[src/rtl/imem_responder_pkg.sv]
// ----------------------------------------------------------------------------
// imem_pkg
// Shared definitions for the instruction-memory responder:
//   - FSM state encodings (IMEM_IDLE .. IMEM_HOLD)
//   - RV_NOP, the instruction returned for a misaligned fetch
//   - IMEM_CTR_W, width of the wait-state counter
//   - is_misaligned(), low-address-bit test used by the optional
//     IMEM_MISALIGN_EN feature
// ----------------------------------------------------------------------------
package imem_pkg;

    localparam int IMEM_CTR_W = 3;

    localparam logic [2:0] IMEM_IDLE = 3'd0;
    localparam logic [2:0] IMEM_WAIT = 3'd1;
    localparam logic [2:0] IMEM_READ = 3'd2;
    localparam logic [2:0] IMEM_CAP  = 3'd3;
    localparam logic [2:0] IMEM_HOLD = 3'd4;

    localparam logic [31:0] RV_NOP = 32'h00000013;

    function automatic logic is_misaligned(input logic [1:0] byte_lo);
        return byte_lo != 2'b00;
    endfunction

endpackage

[src/rtl/imem_responder_if.sv]
// ----------------------------------------------------------------------------
// imem_responder_if
// Fetch handshake between the pipeline front end and the instruction-memory
// responder.
//   reqValid / reqAddr : fetch request (byte address)
//   stall              : consumer cannot take rdata this cycle
//   flush              : redirect, kills any in-flight or held response
//   memReady           : responder idle or holding valid data
//   rvalid / rdata     : fetched instruction
// Modports: master = pipeline side, slave = responder side.
// ----------------------------------------------------------------------------
interface imem_responder_if #(
    parameter int ADDR_W = 32,
    parameter int DATA_W = 32
);
    logic              reqValid;
    logic [ADDR_W-1:0] reqAddr;
    logic              stall;
    logic              flush;
    logic              memReady;
    logic              rvalid;
    logic [DATA_W-1:0] rdata;

    modport master (
        output reqValid,
        output reqAddr,
        output stall,
        output flush,
        input  memReady,
        input  rvalid,
        input  rdata
    );

    modport slave (
        input  reqValid,
        input  reqAddr,
        input  stall,
        input  flush,
        output memReady,
        output rvalid,
        output rdata
    );
endinterface

[src/rtl/imem_responder_wait_ctr.sv]
// ----------------------------------------------------------------------------
// imem_wait_ctr
// Loadable down-counter that times the wait states before a ROM read.
//   clk      : rising-edge clock
//   reset    : synchronous, active-high; clears the count
//   load     : load load_val (has priority over dec)
//   load_val : value loaded on load
//   dec      : decrement by one; saturates at zero instead of wrapping
//   done     : count is 1, i.e. this is the last wait cycle
// ----------------------------------------------------------------------------
module imem_wait_ctr
    import imem_pkg::*;
(
    input  logic                  clk,
    input  logic                  reset,
    input  logic                  load,
    input  logic [IMEM_CTR_W-1:0] load_val,
    input  logic                  dec,
    output logic                  done
);

    logic [IMEM_CTR_W-1:0] count_reg;

    always_ff @(posedge clk) begin
        if (reset) begin
            count_reg <= '0;
        end else if (load) begin
            count_reg <= load_val;
        end else if (dec && (count_reg != '0)) begin
            count_reg <= count_reg - 1'b1;
        end
    end

    assign done = (count_reg == IMEM_CTR_W'(1));

endmodule

[src/rtl/imem_responder.sv]
// ----------------------------------------------------------------------------
// imem_responder
// Instruction-memory side of the fetch handshake. Accepts a fetch request,
// waits WAIT_CYCLES cycles, reads a synchronous ROM port, captures the word
// and holds it (rvalid) until the pipeline consumes it. flush abandons any
// in-flight or held response; a request arriving with flush is accepted as a
// jump target.
//
// Ports:
//   clk      : rising-edge clock
//   reset    : synchronous, active-high
//   fetch    : imem_responder_if.slave (reqValid, reqAddr, stall, flush,
//              memReady, rvalid, rdata)
//   memEn    : ROM read enable (high in READ only)
//   memAddr  : ROM word address latched at accept
//   memRdata : ROM data, valid the cycle after memEn
//   misalign : (only with IMEM_MISALIGN_EN) held response is the NOP
//              returned for a misaligned address
//
// Optional feature macro: IMEM_MISALIGN_EN. When defined, an accepted request
// with reqAddr[1:0] != 0 skips the ROM and goes straight to HOLD with RV_NOP.
// ----------------------------------------------------------------------------
module imem_responder
    import imem_pkg::*;
#(
    parameter int ADDR_W      = 32,
    parameter int DATA_W      = 32,
    parameter int DEPTH_LOG2  = 10,
    parameter int WAIT_CYCLES = 3
) (
    input  logic                  clk,
    input  logic                  reset,
    imem_responder_if.slave       fetch,
    output logic                  memEn,
    output logic [DEPTH_LOG2-1:0] memAddr,
    input  logic [DATA_W-1:0]     memRdata
`ifdef IMEM_MISALIGN_EN
    ,
    output logic                  misalign
`endif
);

    logic [2:0]            state_reg;
    logic [2:0]            state_next;
    logic [DATA_W-1:0]     rdata_reg;
    logic [DEPTH_LOG2-1:0] addr_reg;
    logic                  accept;
    logic                  capture;
    logic                  req_misaligned;
    logic [2:0]            accept_state;
    logic                  ctr_done;

    // Upper address bits beyond the ROM and the byte offset are not decoded.
    logic unused_addr_bits;
    assign unused_addr_bits = ^{fetch.reqAddr[ADDR_W-1:DEPTH_LOG2+2], fetch.reqAddr[1:0]};

`ifdef IMEM_MISALIGN_EN
    assign req_misaligned = is_misaligned(fetch.reqAddr[1:0]);
`else
    assign req_misaligned = 1'b0;
`endif

    // Where a freshly accepted request goes: misaligned requests bypass the
    // ROM entirely, zero wait states go straight to the read.
    assign accept_state = req_misaligned      ? IMEM_HOLD :
                          (WAIT_CYCLES == 0)  ? IMEM_READ : IMEM_WAIT;

    always_comb begin
        state_next = state_reg;

        // A request is taken when idle, when the held word is being consumed
        // (back-to-back), or alongside a flush (jump target) in any state.
        accept = fetch.reqValid &&
                 (fetch.flush ||
                  (state_reg == IMEM_IDLE) ||
                  ((state_reg == IMEM_HOLD) && !fetch.stall));

        case (state_reg)
            IMEM_IDLE: ;
            IMEM_WAIT: begin
                if (fetch.flush) begin
                    state_next = IMEM_IDLE;
                end else if (ctr_done) begin
                    state_next = IMEM_READ;
                end
            end
            IMEM_READ: state_next = fetch.flush ? IMEM_IDLE : IMEM_CAP;
            IMEM_CAP:  state_next = fetch.flush ? IMEM_IDLE : IMEM_HOLD;
            IMEM_HOLD: begin
                // flush wins over stall: the held word is dropped.
                if (fetch.flush || !fetch.stall) begin
                    state_next = IMEM_IDLE;
                end
            end
            default:   state_next = IMEM_IDLE;
        endcase

        if (accept) begin
            state_next = accept_state;
        end
    end

    // A flushed capture must leave rdata untouched.
    assign capture = (state_reg == IMEM_CAP) && !fetch.flush;

    imem_wait_ctr u_wait_ctr (
        .clk      (clk),
        .reset    (reset),
        .load     (accept),
        .load_val (IMEM_CTR_W'(WAIT_CYCLES)),
        .dec      (state_reg == IMEM_WAIT),
        .done     (ctr_done)
    );

    always_ff @(posedge clk) begin
        if (reset) begin
            state_reg <= IMEM_IDLE;
            rdata_reg <= '0;
            addr_reg  <= '0;
        end else begin
            state_reg <= state_next;
            if (accept) begin
                addr_reg <= fetch.reqAddr[DEPTH_LOG2+1:2];
            end
            if (accept && req_misaligned) begin
                rdata_reg <= DATA_W'(RV_NOP);
            end else if (capture) begin
                rdata_reg <= memRdata;
            end
        end
    end

`ifdef IMEM_MISALIGN_EN
    logic misalign_reg;

    // Set by a misaligned accept, cleared as soon as HOLD is left.
    always_ff @(posedge clk) begin
        if (reset) begin
            misalign_reg <= 1'b0;
        end else if (accept) begin
            misalign_reg <= req_misaligned;
        end else if (state_next != IMEM_HOLD) begin
            misalign_reg <= 1'b0;
        end
    end

    assign misalign = misalign_reg;
`endif

    assign fetch.memReady = (state_reg == IMEM_IDLE) || (state_reg == IMEM_HOLD);
    assign fetch.rvalid   = (state_reg == IMEM_HOLD);
    assign fetch.rdata    = rdata_reg;
    assign memEn          = (state_reg == IMEM_READ);
    assign memAddr        = addr_reg;

endmodule

[src/flat_wrapper.sv]
// flat-port wrapper written by rule: the top's interface ports become plain ports
module imem_responder_flat import imem_pkg::*;
#(
    parameter int ADDR_W      = 32,
    parameter int DATA_W      = 32,
    parameter int DEPTH_LOG2  = 10,
    parameter int WAIT_CYCLES = 3
)
  (clk, reset, memEn, memAddr, memRdata, fetch_reqValid, fetch_reqAddr, fetch_stall, fetch_flush, fetch_memReady, fetch_rvalid, fetch_rdata);
  imem_responder_if #(.ADDR_W(ADDR_W), .DATA_W(DATA_W)) fetch_i ();
  input  logic clk;
  input  logic reset;
  output logic memEn;
  output logic [DEPTH_LOG2-1:0] memAddr;
  input  logic [DATA_W-1:0] memRdata;
  input wire logic [$bits(fetch_i.reqValid)-1:0] fetch_reqValid;
  input wire logic [$bits(fetch_i.reqAddr)-1:0] fetch_reqAddr;
  input wire logic [$bits(fetch_i.stall)-1:0] fetch_stall;
  input wire logic [$bits(fetch_i.flush)-1:0] fetch_flush;
  output wire logic [$bits(fetch_i.memReady)-1:0] fetch_memReady;
  output wire logic [$bits(fetch_i.rvalid)-1:0] fetch_rvalid;
  output wire logic [$bits(fetch_i.rdata)-1:0] fetch_rdata;
  assign fetch_i.reqValid = fetch_reqValid;
  assign fetch_i.reqAddr = fetch_reqAddr;
  assign fetch_i.stall = fetch_stall;
  assign fetch_i.flush = fetch_flush;
  assign fetch_memReady = fetch_i.memReady;
  assign fetch_rvalid = fetch_i.rvalid;
  assign fetch_rdata = fetch_i.rdata;
  imem_responder #(.ADDR_W(ADDR_W), .DATA_W(DATA_W), .DEPTH_LOG2(DEPTH_LOG2), .WAIT_CYCLES(WAIT_CYCLES)) u_core (.clk(clk), .reset(reset), .fetch(fetch_i), .memEn(memEn), .memAddr(memAddr), .memRdata(memRdata));
endmodule
[config.mk]
export PLATFORM = sky130hd
export DESIGN_NAME = imem_responder_flat
export DESIGN_NICKNAME = d
export VERILOG_FILES = /design/src/rtl/imem_responder_pkg.sv /design/src/rtl/imem_responder_if.sv /design/src/rtl/imem_responder_wait_ctr.sv /design/src/rtl/imem_responder.sv /design/src/flat_wrapper.sv
export SDC_FILE = /design/constraint.sdc
export NUM_CORES = 1
export LEC_CHECK = 0
export ABC_AREA = 1
export ABC_CLOCK_PERIOD_IN_PS = 1600
export CAP_MARGIN = 20
export CORE_ASPECT_RATIO = 0.5
export CORE_MARGIN = 5
export CORE_UTILIZATION = 39
export DETAILED_ROUTE_END_ITERATION = 12
export GPL_ROUTABILITY_DRIVEN = 0
export PLACE_DENSITY = 0.8
export SYNTH_ARGS = -nofsm -noshare
export SYNTH_HDL_FRONTEND = slang
export SYNTH_HIERARCHICAL = 1
export SYNTH_SLANG_ARGS = --single-unit
[constraint.sdc]
create_clock -name clk -period 1.6 [get_ports clk]
set_clock_uncertainty 0.05 [all_clocks]
set_input_delay 0.24 -clock clk [delete_from_list [all_inputs] [get_ports clk]]
set_output_delay 0.24 -clock clk [all_outputs]
set_load 0.1 [all_outputs]
* Yosys cells after proc, flatten, opt, wreduce, memory -nomap -nowiden
Index checks and enable logic that the tools add are counted.
W data, S select, Z words.
** Word-level totals
- Flip-flop bits (word level) :: 48
- Output and inout port bits :: 45
- Logic and storage cells :: 43
** Cells by class
- $add $sub $neg :: 1
- Equality and inequality tests :: 10
- Mux-type cells :: 9
- Bitwise logic cells :: 1
- Reductions and logical operators :: 16
** Operators by type and width (count)
- $pmux W3 S5 :: 1
- $mux W3 :: 4
- $eq A3 B1 Y1 const B :: 2
- $eq A3 B2 Y1 const B :: 2
- $mux W2 :: 3
- $reduce_and A3 Y1 :: 2
- $logic_and A1 B1 Y1 :: 4
- $logic_or A1 B1 Y1 :: 4
- $ne A2 B1 Y1 const B :: 2
- $ne A4 B2 Y1 const B :: 1
- $eq A3 B3 Y1 const B :: 1
- $logic_not A3 Y1 :: 1
- $ne A3 B1 Y1 const B :: 1
- $ne A3 B2 Y1 const B :: 1
- $reduce_bool A3 Y1 :: 1
- $sub A3 B1 Y3 const B :: 1
- $logic_not A1 Y1 :: 2
- $reduce_bool A2 Y1 :: 1
- $reduce_or A2 Y1 :: 1
- $mux W1 :: 1
- $not A1 Y1 :: 1

* Longest topological paths before layout
Gate-level depths: netlist of the first run.
- Depth in word-level cells :: 6
- Mapped depth :: 10
- Mapped depth without buffers :: 9

* By module
The synthesis of the first run kept the hierarchy.
** Modules (own cells, without submodules)
- imem_responder :: times used 1, cells an instance 248, area each 1919.3 sq um, seq. area each 900.9 sq um
- imem_wait_ctr :: times used 1, cells an instance 34, area each 231.5 sq um, seq. area each 60.1 sq um

* Worst setup path before layout of the first run
No wires, ideal clock.
- Path type :: flip-flop to flip-flop
- Start point :: register u_core.state_reg[2]
- End point :: register u_core.state_reg[2]
- Arrival time :: 3023 ps
- Setup slack :: -1544 ps
- Cell stages (with the launch flop) :: 6
- Path buffers :: 1
- Period minus slack after synthesis :: 3144 ps
- Cells stage by stage :: dfxtp_1 -> buf_2 -> inv_1 -> nor3_1 -> nand2_1 -> a21oi_2
** Between the ends
- Cells in the longest elaborated chain, start to end :: 5
- Elaborated cells on any way between the ends :: 15
- Those cells by class :: 6 x eq/ne; 1 x mux; 1 x bitwise; 7 x reduce/logical
** RTL lines
- start, declared :: RTL line imem_responder.sv:43 : logic [2:0] state_reg;
- start signal, assigned :: RTL line imem_responder.sv:121 : state_reg <= state_next;
- $eq A3 B3 Y1 *
- via fetch_rvalid :: RTL line flat_wrapper.sv:21 : output wire logic [$bits(fetch_i.rvalid)-1:0] fetch_rvalid;
- $logic_and A1 B1 Y1 :: RTL line imem_responder.sv:76 : ((state_reg == IMEM_HOLD) && !fetch.stall));
- $logic_or A1 B1 Y1 :: RTL line imem_responder.sv:75 : (state_reg == IMEM_IDLE) ||
- $logic_and A1 B1 Y1 :: RTL line imem_responder.sv:73 : accept = fetch.reqValid &&
- $reduce_or A2 Y1 (no line)
Mark *: on every way through the listed nets, which the timed path passes. The rest lies on a longest branch.
A chain may end at the register's enable or synchronous reset.

* Worst setup path in the final report of the first run
- Start point :: register u_core.state_reg[0]
- End point :: output memEn
** Between the ends
- Cells in the longest elaborated chain, start to end :: 1
** RTL lines
- $eq A3 B2 Y1 :: RTL line imem_responder.sv:153 : assign memEn = (state_reg == IMEM_READ);
- end, declared :: RTL line flat_wrapper.sv:13 : output logic memEn;
No other way between the ends.

==> metrics.cfg, run 1 <==
[sta]
timing_max_transition_violations_final=0
hold_viol_final=0
fin_crit_ns=1.55
min_period_over_period=0.968
rsz0062_at_grt=no
max_freq_ghz=0.646
setup_viol=0
timing.hold.ws_ns=0.449

[final_layout]
area_growth_pct=73.6
drive_gt1_frac=0.245
fin_nets=451
largest_reg_flops=32
diodes=0

[synth]
syn_inst=282
synthTopCellsByCount=59 x nand2_1, 53 x nand3_1, 48 x dfxtp_1, 26 x a21oi_1, 26 x nor2_1
netlist.area_leader.share=0.447
synth_area_mm2=0.00215
synth_area_leader_cell=dfxtp_1
async_reset_ff_frac=0
synth_top_flop_cell=dfxtp_1
yosys_warnings=6
avgSynthCellArea_um2=7.63
yosysMostFrequentCell=nand2_1
synth_area_leaders=dfxtp_1 45%, nand3_1 12%, nand2_1 10%
synth-seq-cells=48
synth_edf_count=0
synth-seq-area-share=0.447
synth_cell_type_count=22

[die]
floorplan.initialDensity=0.397
fp.dieH_um=62.5
core_area_mm2=0.00542
io_pins=114
fp.dieW_um=115
row_count=19
dieArea_mm2=0.00719

[worst_setup_path]
crit_path_max_fanout=4
rr_startpoint=u_core/state_reg[0]
r2r-end=u_core/u_wait_ctr/count_reg[2]
required_ns=1.31
crit_path_end_kind=output port
reg2reg_slack_ns=0.17
crit_path_start_kind=flop
ff2ff_path_depth=8
worstPathArrival_ns=1.26
critical_path_class=flop to output port

[clock_network]
root_buffer=clkbuf_8
cts_sinks=48
clock_path_buffers=2
h-tree-depth=2
cts_tree=done
cts_inserted_buffers=5
clk_latency_ns=0.30
path_clk_slew_ns=0.09

[route]
wirelength_mm=6.25
dr.pass1.iters=4
ant_nets=0
drt_iter0_drc=124
vias_per_cell=4.91
drc_errors=0
vias=2222
wl_per_cell_um=13.8

[power]
power_density_mw_per_mm2=690
power_mw=2.58
p_leak_nw=1.49
irDropWorstVdd_uv=500

[min_path]
hold_class=flop to flop
hold_path_depth=2
holdPathEnd=u_core/u_wait_ctr/count_reg[1]
worst_hold_startpoint=u_core/u_wait_ctr/count_reg[1]

[grt]
grt_pass1_wl_mm=10.6
grt_usage=0.179
grt_max_degree=36
grt_pass1_vias=2299
antenna_found_initial=0
grt.overflow.total=0

[placed_design]
hpwl_mm=4.86
port_buffers=91

[flow_run]
drv_cap=0

[outcome]
outcome=finished clean

## stage by stage
| step | TNS (ns) | area (um2) | setup WS (ns) | util | cells |
|---|---|---|---|---|---|
| 6_report | 0 | 3730 | 0.0513 | 0.689 | 453 |
| 4_1_cts | 0 | 3720 | 0.0112 | 0.687 | 452 |
| 2_1_floorplan | -0.152 | 2190 | -0.118 | - | 283 |
| 3_5_place_dp | -4.02 | 3640 | -0.168 | 0.672 | 444 |
| 5_1_grt | 0 | 3730 | 0.00131 | 0.689 | 453 |
| 3_3_place_gp | -2.25 | 3640 | -0.102 | 0.672 | 444 |
## power by group
group          internal (mW)  switching, mW
clock                  0.313          0.393
sequential              1.22         0.0328
combinational          0.266          0.348
total                   1.80          0.774
## worst max path at each step
stage / start / endpoint / slack, ns
after floorplan: u_core/state_reg[2] / u_core/state_reg[2] / -0.12
after global placement: fetch_flush / u_core/u_wait_ctr/count_reg[2] / -0.10
after detailed placement: fetch_flush / u_core/u_wait_ctr/count_reg[2] / -0.17
after CTS: u_core/state_reg[0] / fetch_rvalid / 0.01
after global routing: u_core/state_reg[1] / fetch_rvalid / 0.001
final: u_core/state_reg[0] / memEn / 0.05
## area by class of cell
type                       instances  area (um2)
clock buffer                       7        76.3
clock inverter                     1        8.76
fill                             393        1690
inverter                          24        90.1
multi-input combinational        194         993
sequential                        48         963
tap                               73        91.3
timing repair buffer             106        1510
## metal layers
layer / track usage / vias to the layer above / part of all wire
li1: - / 1096 / -
met5: 0 / - / 0
met4: 0.0761 / 0 / 0.033
met3: 0.0416 / 22 / 0.043
met2: 0.331 / 64 / 0.54
met1: 0.194 / 1040 / 0.38
## cell usage in the layout (no fill, tap or decap), types with 3 or more instances in the layout
| cell type | count |
|---|---|
| a21oi_1 | 26 |
| a21oi_2 | 10 |
| buf_12 | 48 |
| buf_4 | 12 |
| clkbuf_8 | 5 |
| clkdlybuf4s50_1 | 46 |
| conb_1 | 3 |
| dfxtp_1 | 46 |
| ha_1 | 3 |
| inv_1 | 19 |
| inv_2 | 5 |
| nand2_1 | 59 |
| nand2_4 | 3 |
| nand3_1 | 53 |
| nor2_1 | 25 |
| o21ai_0 | 3 |
## timing repair
action	in CTS	in global routing
hold buffers	0	0
setup buffers	0	1
resized for setup	0	2
setup endpoints to repair	0	2
## cells by family (layout without fill, tap and decap cells)
kind of cell | count (synthesis) | in the layout | synth area share
and+or+nand+nor | 148 | 148 | 0.315
other | 2 | 3 | 0.00349
buffers and inverters | 41 | 138 | 0.107
AOI/OAI and AO/OA | 40 | 40 | 0.111
adders and majority gates | 3 | 3 | 0.0175
DFF | 48 | 48 | 0.447
## critical path, cell delays in order, from the launching register on
cell and delay, ns:
dfxtp_1 0.37, buf_4 0.17, nor3_4 0.22, buf_12 0.20
Note: power is estimated with default switching activity, not from simulation.
==> inputs of run 2 (changes only) <==
--- a/config.mk
+++ b/config.mk
@@ -6,14 +6,14 @@
 export NUM_CORES = 1
 export LEC_CHECK = 0
 export ABC_AREA = 1
-export ABC_CLOCK_PERIOD_IN_PS = 1600
-export CAP_MARGIN = 20
+export ABC_CLOCK_PERIOD_IN_PS = 1200
+export CAP_MARGIN = 0
 export CORE_ASPECT_RATIO = 0.5
 export CORE_MARGIN = 5
-export CORE_UTILIZATION = 39
+export CORE_UTILIZATION = 35
 export DETAILED_ROUTE_END_ITERATION = 12
 export GPL_ROUTABILITY_DRIVEN = 0
-export PLACE_DENSITY = 0.8
+export PLACE_DENSITY = 0.76
 export SYNTH_ARGS = -nofsm -noshare
 export SYNTH_HDL_FRONTEND = slang
 export SYNTH_HIERARCHICAL = 1
==> constraint.sdc (replaced) <==
create_clock -name clk -period 1.2 [get_ports clk]
set_clock_uncertainty 0.05 [all_clocks]
set_input_delay 0.18 -clock clk [delete_from_list [all_inputs] [get_ports clk]]
set_output_delay 0.18 -clock clk [all_outputs]
set_load 0.1 [all_outputs]
==> run 2 against run 1 <==
  * The run now ends with setup timing left
  * First-iteration DRC count up 98%
  * Via count up 14%
  * Utilization is 7.3 points higher
  * Clock power grew 120%
  * Die area is 10% higher
  * Power rose by 68%
  * Setup slack worse by 0.36 ns
  * Register-to-register slack lost 0.41 ns
  * Final area rose by 23%
  * Worst hold slack lost 0.033 ns
  * Sequential share of layout area is 3.7 points lower
  * Wire length is 46% higher
  * Critical path type unchanged
==> metrics.cfg, run 2 (synthesized netlist as in run 1, its figures left out) <==
[outcome]
outcome=complete, but fails checks
failed_checks=setup timing

[grt]
grt.overflow.total=0  ; unchanged
use_met3=0.0430  ; +0.00141
grt_pass1_wl_mm=12.9  ; +22%
grt_usage=0.207  ; +0.0278
top_usage_layer=met2
grt_pass1_vias=2554  ; +11%
grt_max_degree=36  ; unchanged
grt_util_met2=0.393  ; +0.0618
antenna_found_initial=0  ; unchanged
grtUsageMet1=0.227  ; +0.0332

[worst_setup_path]
cp.buffers_inverters=3  ; +1
crit_path_max_fanout=4  ; unchanged
crit_path_start_kind=flop
critPathMaxStageDelay_ns=0.39  ; +0.02 ns
cpMaxStageDelayCell=dfxtp_4
worstPathArrival_ns=1.27  ; about the same
crit_path_start=u_core/state_reg[1]
rr_startpoint=u_core/state_reg[1]
critPathTopFamily=flip-flops
cp_cell_sequence=buf_6 -> inv_8 -> nor3_4 -> buf_12
critical_path_class=flop to output port
required_ns=0.97  ; -0.34 ns
crit_path_end_kind=output port

[power]
power_density_mw_per_mm2=946  ; +37%
intPower_mw=3.08  ; +71%
p_leak_nw=1.76  ; +18%
clkPwrFrac=0.364  ; +0.090
power_mw=4.33  ; +68%
irDropWorstVdd_uv=691  ; +38%
switchingPower_mw=1.25  ; +61%
combPwrFrac=0.247  ; +0.009
power_frac_seq=0.389  ; -0.099
swShare=0.289  ; -0.0118

[sta]
timing_max_transition_violations_final=0  ; unchanged
hold_viol_final=0  ; unchanged
rsz0062_at_grt=yes
setup_viol=51  ; +51
setup_ws_ns=-0.305  ; -0.356 ns
fin_crit_ns=1.50
min_period_over_period=1.25
finalSetupTns_ns=-8.21  ; -8.21 ns
max_freq_ghz=0.665

[final_layout]
final.fill_count=353  ; -10%
multi_input_area_mm2=0.00136  ; +36%
largest_reg_flops=32  ; unchanged
diodes=0  ; unchanged
register_area_mm2=0.00101  ; +5.1%
area_growth_pct=113
mostFrequentLayoutCells=54 x buf_12, 52 x nand2_1, 45 x clkdlybuf4s50_1
fin_cells=480  ; +6.0%
fin_nets=474  ; +5.1%
drive_gt1_frac=0.504  ; +0.259
layout_commonest_cell=buf_12

[clock_network]
cts_sinks=48  ; unchanged
clk_latency_ns=0.29  ; about the same
h-tree-depth=2  ; unchanged
cts_inserted_buffers=5  ; unchanged
cts_tree=done
root_buffer=clkbuf_16
clock_path_buffers=2  ; unchanged
path_clk_slew_ns=0.06  ; -0.03 ns

[placed_design]
port_buffers=91  ; unchanged
place_inst=450  ; +1.4%
hpwl_mm=4.83  ; -0.51%
dp_worst_setup_slack_ns=-0.499  ; -0.331 ns

[route]
wl_per_cell_um=19.0  ; +38%
vias=2528  ; +14%
wirelength_mm=9.12  ; +46%
vias_per_cell=5.27  ; +7.4%
ant_nets=0  ; unchanged
drc_errors=0  ; unchanged
drt_iter0_drc=245  ; +98%
dr.pass1.iters=5  ; +1

[die]
fp.dieW_um=121  ; +5.1%
core_area_mm2=0.00601  ; +11%
fp.dieH_um=65.4  ; +4.7%
io_pins=114  ; unchanged
row_count=20  ; +1
floorplan.initialDensity=0.358  ; -0.0387
dieArea_mm2=0.00791  ; +10%

[min_path]
worst_hold_startpoint=memRdata[25]
hold_class=primary input to flop

[flow_run]
drv_cap=0  ; unchanged

run 2: path summary, 6_finish.rpt:
| kind | end | slack [ns] | cells after the start |
|---|---|---|---|
| max | memEn | -0.30 | 4 |
| max reg2reg | u_core/fetch.rdata[8] | -0.24 | 7 |
| min | u_core/fetch.rdata[25] | 0.42 | 3 |
| min reg2reg | u_core/fetch.rdata[10] | 0.43 | 2 |
run 2: worst min-delay path, stage by stage:
cell and delay [ns]:
clkdlybuf4s50_1 0.41, nand3_2 0.08, a21oi_2 0.04
run 2: repair_timing:
item	CTS	global route
resized for setup	29	49
setup endpoints to repair	50	51
hold buffers	0	0
cloned	5	4
pin swaps	11	30
buffers inserted	9	4
hold endpoints to repair	0	0
run 2: per-layer routing:
layer,part of all wire,vias up
li1,-,1168
met1,0.37,1178
met2,0.52,135
met3,0.068,47
met4,0.048,0
met5,0,-
run 2: metrics by stage:
step           hold WS, ns  utilization  cell area (um2)
2_1_floorplan        0.199            -             2310
3_5_place_dp         0.423        0.633             3800
4_1_cts              0.412        0.710             4270
5_1_grt              0.417        0.762             4580
3_3_place_gp         0.419        0.633             3800
6_report             0.416        0.762             4580
run 2: power groups by stage:
stage | registers, mW | clock network [mW] | logic [mW]
after CTS | 1.68 | 1.58 | 0.965
after global placement | 1.71 | 0 | 0.835
after global routing | 1.69 | 1.65 | 1.11
after floorplan | 1.90 | 0 | 0.283
after detailed placement | 1.71 | 0 | 0.860
final | 1.68 | 1.58 | 1.07
run 2: final cells by class:
class | count | area share
repair buffers | 125 | 0.403
multi-input cells | 198 | 0.296
flip-flops and latches | 48 | 0.221
clock buffers | 6 | 0.0282
inverters | 24 | 0.0224
well taps | 77 | 0.0211
clock inverters | 2 | 0.00766
==> inputs of run 3 (changes only) <==
--- a/config.mk
+++ b/config.mk
@@ -10,10 +10,12 @@
 export CAP_MARGIN = 0
 export CORE_ASPECT_RATIO = 0.5
 export CORE_MARGIN = 5
-export CORE_UTILIZATION = 35
+export CORE_UTILIZATION = 36
+export CTS_BUF_LIST = sky130_fd_sc_hd__clkbuf_8
 export DETAILED_ROUTE_END_ITERATION = 12
 export GPL_ROUTABILITY_DRIVEN = 0
-export PLACE_DENSITY = 0.76
+export MAX_ROUTING_LAYER = met4
+export PLACE_DENSITY = 0.77
 export SYNTH_ARGS = -nofsm -noshare
 export SYNTH_HDL_FRONTEND = slang
 export SYNTH_HIERARCHICAL = 1
==> run 3 against run 2 <==
  * The run still ends with setup timing left
  * Sequential power barely moved
  * Die area fell by 2.5%
  * Fmax rose by 1.5%
  * Critical endpoint is now u_core/u_wait_ctr/count_reg[1]
==> metrics.cfg, run 3 (synthesized netlist as in run 1, its figures left out) <==
[outcome]
outcome=complete, but fails checks
failed_checks=setup timing

[route]
dr.pass1.iters=5  ; unchanged
drc_errors=0  ; unchanged
ant_nets=0  ; unchanged
wirelength_mm=9.70  ; +6.5%
vias_per_cell=5.46  ; +3.7%
vias=2621  ; +3.7%
wl_per_cell_um=20.2  ; +6.5%
drt_iter0_drc=226  ; -7.8%

[sta]
timing_max_transition_violations_final=0  ; unchanged
setup_ws_ns=-0.283  ; +0.0220 ns
hold_viol_final=0  ; unchanged
finalSetupTns_ns=-8.26  ; -0.0444 ns
setup_viol=51  ; unchanged
rsz0062_at_grt=yes
fin_crit_ns=1.48  ; -0.0220 ns
min_period_over_period=1.24  ; -0.0183
timing.hold.ws_ns=0.398  ; -0.0188 ns
max_freq_ghz=0.674  ; +1.5%

[clock_network]
clock_path_buffers=2  ; unchanged
root_buffer=clkbuf_8
h-tree-depth=2  ; unchanged
holdBufCountCts=0  ; unchanged
path_clk_slew_ns=0.09  ; +0.03 ns
clk_latency_ns=0.31  ; +0.02 ns
cts_tree=done
cts_inserted_buffers=5  ; unchanged
cts_sinks=48  ; unchanged

[worst_setup_path]
crit_path_end_kind=flop
ff2ff_path_depth=8  ; +1
worstPathArrival_ns=1.67  ; +0.40 ns
r2r-end=u_core/u_wait_ctr/count_reg[1]
crit_path_start_kind=flop
rr_startpoint=u_core/state_reg[1]
critical_path_class=flop to flop
reg2reg_slack_ns=-0.28  ; -0.04 ns
required_ns=1.39  ; +0.42 ns
crit_path_max_fanout=8  ; +4

[power]
power_density_mw_per_mm2=846  ; -11%
irDropWorstVdd_uv=775  ; +12%
p_leak_nw=1.73  ; -1.3%
power_mw=3.77  ; -13%

[min_path]
holdPathEnd=u_core/fetch.rdata[11]
hold_class=primary input to flop
worst_hold_startpoint=memRdata[11]
hold_path_depth=3  ; unchanged

[final_layout]
layout_commonest_cell=buf_12
diodes=0  ; unchanged
largest_reg_flops=32  ; unchanged
fin_nets=478  ; +0.84%
mostFrequentLayoutCells=55 x buf_12, 46 x clkdlybuf4s50_1, 42 x nand2_1
area_growth_pct=107
drive_gt1_frac=0.479  ; -0.0246

[die]
core_area_mm2=0.00563  ; -6.2%
io_pins=114  ; unchanged
floorplan.initialDensity=0.382  ; +0.0236
fp.dieH_um=64.7  ; -1.2%
dieArea_mm2=0.00771  ; -2.5%
fp.dieW_um=119  ; -1.3%
row_count=19  ; -5.0%

[flow_run]
drv_cap=0  ; unchanged

[grt]
grt_pass1_wl_mm=13.6  ; +5.0%
grt_max_degree=36  ; unchanged
grt.overflow.total=0  ; unchanged
grt_usage=0.230  ; +0.0233
antenna_found_initial=0  ; unchanged
grt_pass1_vias=2633  ; +3.1%

[placed_design]
port_buffers=91  ; unchanged
hpwl_mm=4.81  ; -0.45%

run 3: changes by cell type in the layout (fill, tap and decap cells not counted), moves of 6 or more:
cell	delta
clkbuf_16	-7
nand3_2	-11
clkbuf_8	+6
nand3_1	+16
nand2_1	-10
run 3: how the worst max path moves through the flow:
stage               cells past startpoint  slack [ns]                        endpoint           startpoint
floorplan                               5       -0.48             u_core/state_reg[2]  u_core/state_reg[2]
global placement                       10       -0.41  u_core/u_wait_ctr/count_reg[2]          fetch_flush
detailed placement                     10       -0.49  u_core/u_wait_ctr/count_reg[2]          fetch_flush
CTS                                     3       -0.24                    fetch_rvalid  u_core/state_reg[0]
global route                            3       -0.34                    fetch_rvalid  u_core/state_reg[0]
finish                                  8       -0.28  u_core/u_wait_ctr/count_reg[1]  u_core/state_reg[1]
run 3: power breakdown:
group          total [mW]  leakage [nW]  internal, mW  switching [mW]
registers            1.68         0.409          1.63          0.0483
clock network        1.03        0.0486         0.461           0.571
logic                1.06          1.28         0.471           0.585
run 3: layout make-up:
| class | instances | area [um2] |
|---|---|---|
| clock buffers | 6 | 82.6 |
| clock inverters | 2 | 11.3 |
| fillers | 293 | 1180 |
| inverters | 24 | 100 |
| multi-input cells | 198 | 1270 |
| flip-flops and latches | 48 | 1010 |
| well taps | 73 | 91.3 |
| repair buffers | 129 | 1880 |
run 3: metrics by stage:
stage / worst slack, ns / utilization / instance area, um2 / cells
2_1_floorplan: -0.482 / - / 2310 / 283
3_3_place_gp: -0.412 / 0.677 / 3810 / 448
3_5_place_dp: -0.494 / 0.677 / 3810 / 448
4_1_cts: -0.245 / 0.763 / 4300 / 473
5_1_grt: -0.342 / 0.790 / 4450 / 480
6_report: -0.283 / 0.790 / 4450 / 480
run 3: what timing repair did:
| action | 4_1_cts | 5_1_grt |
|---|---|---|
| setup buffers | 10 | 6 |
| pin swaps | 26 | 9 |
| setup endpoints to repair | 51 | 52 |
| gates resized for setup | 48 | 17 |
| gates cloned | 7 | 1 |
run 3: routing by layer:
| layer | track usage | share of wire | up-vias |
|---|---|---|---|
| met5 | - | 0 | - |
| met1 | 0.240 | 0.37 | 1267 |
| li1 | - | - | 1164 |
| met2 | 0.415 | 0.52 | 140 |
| met4 | 0.113 | 0.050 | 0 |
| met3 | 0.0565 | 0.060 | 50 |
run 3: worst max-delay path: stages (launching register included):
cell     delay, ns
dfxtp_4       0.37
buf_6         0.12
o21ai_4       0.13
inv_2         0.06
nor2_4        0.22
nand2_1       0.08
o21ai_1       0.12
nand2_1       0.13
a21oi_1       0.14
==> RTL edit (settings of run 1) <==
`DEPTH_LOG2` is set to 10 in 2 places; all go to 9.
--- a/src/rtl/imem_responder.sv
+++ b/src/rtl/imem_responder.sv
@@ -27,3 +27,3 @@
     parameter int DATA_W      = 32,
-    parameter int DEPTH_LOG2  = 10,
+    parameter int DEPTH_LOG2  = 9,
     parameter int WAIT_CYCLES = 3
--- a/src/flat_wrapper.sv
+++ b/src/flat_wrapper.sv
@@ -5,3 +5,3 @@
     parameter int DATA_W      = 32,
-    parameter int DEPTH_LOG2  = 10,
+    parameter int DEPTH_LOG2  = 9,
     parameter int WAIT_CYCLES = 3
Ports: changed (resized memAddr); port bits go from 114 to 113. No check against the original RTL was run, so the function may have changed too.
==> RTL edit against run 1 <==
Fmax grew 2.3%; sequential cell count shrank 1; synthesized area shrank 6.7%; design area shrank 3.7%; total power shrank 3.0%; hold slack lost 1.8 ps; wire length shrank 6.0%; critical endpoint is now fetch_rvalid; worst setup slack gained 34 ps.
==> RTL edit: results (changes against run 1) <==
[place]
numPlacedInstances=416  ; -6.3%
portBuffers=89  ; -2.2%
post-place-ws_ps=-12.0  ; +156 ps
place_area_um2=3510  ; -3.6%

[grt]
grtUsageTotal=0.172  ; -0.00714
grt_pass1_vias=1968  ; -14%
use_met2=0.322  ; -0.00922
gr-usage-met3=0.0538  ; +0.0122
grt_pass1_wl_um=9430  ; -11%

[run_status]
status=complete, no violations

[power_and_ir_drop]
ir_drop_v=0.000384  ; -23%
p_total_mw=2.50  ; -3.0%
clkPwrFrac=0.276  ; +0.002
internal_power_mw=1.76  ; -2.5%

[detailed_routing]
wl_met1_um=2350  ; -1.5%
drtIter0Drc=110  ; -11%
routed-wl-met2_um=3170  ; -6.7%
vias_per_cell=4.87  ; -0.81%

[layout]
nNetsFinal=425  ; -5.8%

[yosys]
ys_seq_area_frac=0.469  ; +0.0221
yosys.area_share.adder=0.0187  ; +0.00125
ys_types=20  ; -9.1%
synth.top_cells.by_area=dfxtp_1 (47%), a21oi_1 (11%), nand2_1 (11%), nand3_1 (10%), nand3b_1 (3.4%)
postSynthCellCount=263  ; -6.7%
synth_compound_area_frac=0.120  ; +0.00917
yosys-top-cells-count=nand2_1 (58), dfxtp_1 (47), a21oi_1 (45)

[timing]
finalHoldWorstSlack_ps=447  ; -1.81 ps

[critical_path]
critPathSlowestCell=dfxtp_4
r2r_slack_ps=130  ; -40 ps
cpPeakStageDelay_ps=410  ; +40 ps

[worst_hold_path]
worstHoldEndpoint=u_core/fetch.rdata[23]

[RTL edit: worst max path at each step]
stage                        start                             end  slack, ps  cells past startpoint
2_1_floorplan  u_core/state_reg[1]  u_core/u_wait_ctr/count_reg[2]       -100                     10
4_1_cts        u_core/state_reg[2]                    fetch_rvalid         30                      3
6_report       u_core/state_reg[2]                    fetch_rvalid         90                      3
3_3_place_gp           fetch_flush           u_core/fetch.rdata[4]         30                      7
3_5_place_dp           fetch_flush           u_core/fetch.rdata[2]        -10                      7
5_1_grt        u_core/state_reg[2]                    fetch_rvalid          7                      3
[RTL edit: cell families after synthesis]
group / after synthesis
and+or+nand+nor: 132
AOI/OAI and AO/OA: 48
DFF: 47
buffers and inverters: 31
adders and majority gates: 3
other: 2
[RTL edit: cell type report]
type | count | area, um2
Timing Repair Buffer | 99 | 1460
Fill cell | 343 | 1360
Multi-Input combinational cell | 186 | 965
Sequential cell | 47 | 950
Tap cell | 70 | 87.6
Clock buffer | 7 | 76.3
Inverter | 14 | 57.6
Clock inverter | 1 | 5.00
